[src/rtl/gate_bist_pkg.sv]
// Shared types and constants for the gate BIST controller.
// Latency: n/a (types and constants only).
// Backpressure: n/a.
package gate_bist_pkg;

    typedef enum logic [1:0] {
        ST_IDLE   = 2'd0,
        ST_SETTLE = 2'd1,
        ST_CHECK  = 2'd2,
        ST_DONE   = 2'd3
    } state_e;

    // Reference truth tables for 2-input gates; bit v is the output for vector v.
    localparam logic [3:0] TT_AND  = 4'b1000;
    localparam logic [3:0] TT_OR   = 4'b1110;
    localparam logic [3:0] TT_XOR  = 4'b0110;
    localparam logic [3:0] TT_NAND = 4'b0111;

endpackage

[src/rtl/gate_bist_settle_cnt.sv]
// Loadable down-counter that times how long each vector settles.
// Latency: zero flag reflects the registered count; load takes effect next cycle.
// Backpressure: none; load has priority over enable.
module gate_bist_settle_cnt #(
    parameter int SETTLE = 1
) (
    input  logic clk,
    input  logic rst_n,
    input  logic load,
    input  logic enable,
    output logic zero
);
    localparam int CW = $clog2(SETTLE) + 1;

    logic [CW-1:0] cnt;

    always_ff @(posedge clk or negedge rst_n) begin
        if (!rst_n) begin
            cnt <= '0;
        end else if (load) begin
            cnt <= CW'(SETTLE - 1);
        end else if (enable && cnt != '0) begin
            cnt <= cnt - CW'(1);
        end
    end

    assign zero = (cnt == '0);

endmodule

[src/rtl/gate_bist_ctrl.sv]
// Sweeps every input vector into a combinational gate and checks it against a truth table.
// Latency: each vector takes SETTLE+1 cycles; done rises 2**N_IN*(SETTLE+1) cycles after start.
// Backpressure: start is ignored while a sweep is in progress.
module gate_bist_ctrl
    import gate_bist_pkg::*;
#(
    parameter int N_IN   = 2,
    parameter int SETTLE = 1
) (
    input  logic                clk,
    input  logic                rst_n,
    input  logic                start,
    input  logic [2**N_IN-1:0]  expected_tt,
    output logic [N_IN-1:0]     dut_in,
    input  logic                dut_out,
    output logic                busy,
    output logic                done,
    output logic                pass,
    output logic [N_IN:0]       err_count,
    output logic [N_IN-1:0]     fail_vec
);
    localparam int              NV   = 2**N_IN;
    localparam logic [N_IN-1:0] LAST = '1;

    state_e          state;
    logic [NV-1:0]   tt_q;
    logic            accept;
    logic            mismatch;
    logic            is_last;
    logic            cnt_load;
    logic            cnt_en;
    logic            cnt_zero;
    logic [N_IN:0]   err_next;

    assign accept   = start && (state == ST_IDLE || state == ST_DONE);
    assign is_last  = (dut_in == LAST);
    // 4-state inequality so an X/Z from the gate is flagged in simulation.
    assign mismatch = (state == ST_CHECK) && (dut_out !== tt_q[dut_in]);
    assign err_next = err_count + (N_IN+1)'(mismatch);
    assign cnt_load = accept || (state == ST_CHECK && !is_last);
    assign cnt_en   = (state == ST_SETTLE) && !cnt_zero;

    gate_bist_settle_cnt #(
        .SETTLE (SETTLE)
    ) u_settle_cnt (
        .clk    (clk),
        .rst_n  (rst_n),
        .load   (cnt_load),
        .enable (cnt_en),
        .zero   (cnt_zero)
    );

    always_ff @(posedge clk or negedge rst_n) begin
        if (!rst_n) begin
            state     <= ST_IDLE;
            tt_q      <= '0;
            dut_in    <= '0;
            busy      <= 1'b0;
            done      <= 1'b0;
            pass      <= 1'b0;
            err_count <= '0;
            fail_vec  <= '0;
        end else begin
            case (state)
                ST_IDLE, ST_DONE: begin
                    if (start) begin
                        tt_q      <= expected_tt;
                        err_count <= '0;
                        fail_vec  <= '0;
                        pass      <= 1'b0;
                        done      <= 1'b0;
                        dut_in    <= '0;
                        busy      <= 1'b1;
                        state     <= ST_SETTLE;
                    end
                end
                ST_SETTLE: begin
                    if (cnt_zero) begin
                        state <= ST_CHECK;
                    end
                end
                ST_CHECK: begin
                    err_count <= err_next;
                    if (mismatch && err_count == '0) begin
                        fail_vec <= dut_in;
                    end
                    if (is_last) begin
                        busy  <= 1'b0;
                        done  <= 1'b1;
                        pass  <= (err_next == '0);
                        state <= ST_DONE;
                    end else begin
                        dut_in <= dut_in + N_IN'(1);
                        state  <= ST_SETTLE;
                    end
                end
                default: state <= ST_IDLE;
            endcase
        end
    end

    // Unused in this configuration; keeps the accept term visible for debug.
    logic unused_accept;
    assign unused_accept = accept;

endmodule

[config.mk]
export PLATFORM = sky130hd
export DESIGN_NAME = gate_bist_ctrl
export DESIGN_NICKNAME = d
export VERILOG_FILES = /design/src/rtl/gate_bist_pkg.sv /design/src/rtl/gate_bist_settle_cnt.sv /design/src/rtl/gate_bist_ctrl.sv
export SDC_FILE = /design/constraint.sdc
export NUM_CORES = 1
export LEC_CHECK = 0
export CORE_MARGIN = 5
export CORE_UTILIZATION = 50
export DETAILED_ROUTE_END_ITERATION = 10
export GPL_ROUTABILITY_DRIVEN = 0
export GPL_TIMING_DRIVEN = 0
export PLACE_DENSITY = 0.84
export SLEW_MARGIN = 20
export SYNTH_ARGS = -nofsm -noshare
export SYNTH_HDL_FRONTEND = slang
export SYNTH_SLANG_ARGS = --single-unit
[constraint.sdc]
create_clock -name clk -period 6 [get_ports clk]
set_input_delay 1.5 -clock clk [delete_from_list [all_inputs] [get_ports clk]]
set_output_delay 1.5 -clock clk [all_outputs]
set_load 0.01 [all_outputs]
==> flow_metrics.py, run 1 <==
metrics = {
    "pwr": {
        "p_leak_nw": 0.567,
        "fin_total_pwr_uw": 549,
        "powerDensity_mw_per_mm2": 427,
        "peakVddDrop_uv": 241,
    },
    "clocking": {
        "postCtsSetupRepairBufs": 0,
        "cts_made_buffers": 3,
        "cts_resized": 0,
        "cts_tree": "yes",
        "postCtsHoldBufs": 0,
        "htree_levels": 1,
        "cts_max_path_buffers": 2,
        "cts.clk_slew.worst_paths_ps": 90,
        "cts.sinks": 17,
        "insertion_delay_ps": 280,
        "cts_root_buffer": "clkbuf_4",
    },
    "synth": {
        "syn_area_per_cell_um2": 10.6,
        "synth_cell_types": 29,
        "seq_area_frac_synth": 0.400,
        "netlist_area_mm2": 0.00106,
        "synth_edf_count": 0,
        "syn_nets": 114,
        "async_reset_ff_frac": 1.00,
        "synth_cells": 100,
        "synth_seq_cells": 17,
        "ys_warn_count": 0,
        "ys.flop_type": "dfrtp_1",
    },
    "drt": {
        "drt_iter0_markers": 29,
        "ant_nets": 0,
        "dr.pass1.iters": 4,
        "wl_um": 2210,
        "wl_per_cell_um": 15.0,
        "drc": 0,
        "dr_total_vias": 864,
        "vias_per_cell": 5.88,
    },
    "timing": {
        "period_needed_ps": 3360,
        "fin_ws_ps": 2640,
        "min_period_over_period": 0.560,
        "setup_tns_ps": 0,
        "finalSetupViolations": 0,
        "slew_headroom": 0.463,
        "fin_skew_ps": 0.782,
        "tightest_slew_ps": 803,
        "slew_violations": 0,
        "timing_hold_violations_final": 0,
        "grt_setup_unrepaired": "no",
        "timing.fmax_mhz": 298,
    },
    "floorplan": {
        "num_rows": 16,
        "die_width_um": 56.1,
        "die_area_mm2": 0.00315,
        "die_y_um": 56.1,
        "ios": 18,
        "initial_utilization": 0.532,
        "core_mm2": 0.00200,
    },
    "finish": {
        "layout-drive-gt1-share": 0.158,
        "final_cell_mix": "dfrtp_1 (17), clkdlybuf4s50_1 (16), o21ai_0 (10)",
        "antenna_cells": 0,
        "fin_nets": 135,
        "fill_cells": 160,
        "synthToLayoutAreaGrowth_pct": 20.7,
        "final_cells": 147,
        "mostFrequentLayoutCell": "dfrtp_1",
    },
    "grt": {
        "grt_overflow_total": 0,
        "grt_pass1_wl_um": 3830,
        "grt_use_total": 0.150,
        "antenna_found_initial": 0,
        "grt_pass1_vias": 873,
        "grt_max_degree": 18,
    },
    "run": {
        "drv_cap": 0,
    },
    "worst_setup_path": {
        "crit_top_cell": "ha_1",
        "critPathMaxFanout": 3,
        "required_ps": 6220,
        "crit_arrival_ps": 3580,
        "critical_path.startpoint_type": "input port",
        "worstPathCellList": "clkdlybuf4s50_1, xnor2_2, and2b_2, ha_1, ha_1, xor2_1, nor4_1, mux2i_1, nor2_1, a221o_1",
        "max_stage_delay_ps": 450,
        "cp_slowest_cell": "clkdlybuf4s50_1",
        "endpoint_kind": "register",
        "crit_type": "in -> reg",
    },
    "outcome": {
        "run_status": "finished, final reports clean",
    },
    "place": {
        "io_buffers": 16,
        "dp_hpwl_um": 1650,
        "pre_cts_slack_ps": 2360,
        "place_inst": 143,
    },
    "min_path": {
        "min_path_type": "reg -> reg",
    },
}
-- registers in the layout, indices dropped and copies added, names as in the netlist --
signal            cells
state                 2
pass                  1
err_count             3
busy                  1
done                  1
fail_vec              2
u_settle_cnt.cnt      1
dut_in                2
tt_q                  4
-- report_power, final --
group / total (mW) / switching, mW / internal [mW]
registers: 0.182 / 0.0325 / 0.149
clock network: 0.0590 / 0.0332 / 0.0258
logic: 0.308 / 0.156 / 0.152
total: 0.549 / 0.221 / 0.328
-- synth_stat cells (2+ instances only) --
library cell / n / area, um^2
mux2_2: 4 / 45.0
nor2_1: 5 / 18.8
inv_1: 4 / 15.0
a32o_1: 2 / 20.0
nand3_1: 4 / 20.0
clkbuf_1: 2 / 7.51
buf_6: 4 / 45.0
nor2b_1: 3 / 18.8
dfrtp_1: 17 / 425
a22o_1: 2 / 17.5
a21oi_1: 6 / 30.0
nand3_2: 2 / 20.0
ha_1: 6 / 75.1
mux2i_1: 4 / 40.0
o21ai_0: 10 / 50.1
a221o_1: 2 / 20.0
nand2_1: 8 / 30.0
a22oi_1: 3 / 22.5
mux2_4: 2 / 30.0
-- per-stage QoR --
step / utilization / instance area [um^2] / hold WS [ps]
2_1_floorplan: - / 1060 / 474
3_3_place_gp: 0.629 / 1260 / 487
3_5_place_dp: 0.629 / 1260 / 493
4_1_cts: 0.642 / 1280 / 515
5_1_grt: 0.642 / 1280 / 529
6_report: 0.642 / 1280 / 513
-- metal layers --
layer | GRT usage | vias to the layer above | part of all wire
met4 | 0.0644 | 0 | 0.022
met3 | 0.0302 | 6 | 0.058
met2 | 0.250 | 31 | 0.50
met5 | 0 | - | 0
li1 | - | 404 | -
met1 | 0.187 | 423 | 0.42
-- final cells by class --
type	count	area, um^2	share of cell area
buffer	6	52.6	0.0409
clock buffer	4	26.3	0.0204
inverter	4	15.0	0.0117
multi-input combinational	73	572	0.445
sequential	17	425	0.331
tap	27	33.8	0.0263
timing repair buffer	16	160	0.125
-- final timing paths --
check                                           to  depth (start not counted)             startpoint  slack [ps]
max                               pass$_DFFE_PN0P_                         10                dut_out        2640
min                            tt_q[1]$_DFFE_PN0P_                          1    tt_q[1]$_DFFE_PN0P_         510
max reg2reg                       pass$_DFFE_PN0P_                         11  dut_in[0]$_DFFE_PN0P_        3250
min reg2reg                    tt_q[1]$_DFFE_PN0P_                          1    tt_q[1]$_DFFE_PN0P_         510
max in group asynchronous    dut_in[0]$_DFFE_PN0P_                          1                  rst_n        3830
min in group asynchronous  fail_vec[1]$_DFFE_PN0P_                          1                  rst_n        1680
-- kinds of logic after synthesis --
kind of cell / Yosys count / synth area share
flip-flops: 17 / 0.400
buffers and inverters: 10 / 0.0635
multiplexers: 11 / 0.129
adder cells (fa/ha/maj): 6 / 0.0705
XOR/XNOR: 2 / 0.0235
AND/OR/NAND/NOR: 29 / 0.163
AO/OA/AOI/OAI: 25 / 0.150
-- critical path, delay by kind of cell --
| family | cells | cell delay, ps |
|---|---|---|
| buf+inv | 1 | 450 |
| fa+ha+maj | 2 | 370 |
| simple gates | 3 | 620 |
| xor+xnor | 2 | 400 |
| compound gates | 1 | 110 |
| mux | 1 | 130 |
Note: power is estimated with default switching activity, not from simulation.
==> inputs of run 2 (changes only) <==
==> constraint.sdc (replaced) <==
create_clock -name clk -period 3.1 [get_ports clk]
set_input_delay 0.775 -clock clk [delete_from_list [all_inputs] [get_ports clk]]
set_output_delay 0.775 -clock clk [all_outputs]
set_load 0.01 [all_outputs]
==> results of run 2 <==
The final DEF is identical to that of run 1. Status: finished, final reports clean.
Main changes from that run: setup slack after placement 2360 ps -> 181 ps; setup slack after layout 2640 ps -> 351 ps; start point of the critical path dut_out -> dut_in[0]$_DFFE_PN0P_; register-to-register setup slack 3250 ps -> 350 ps; total power 0.549 mW -> 1.06 mW; worst IR drop on VDD 241 uV -> 466 uV
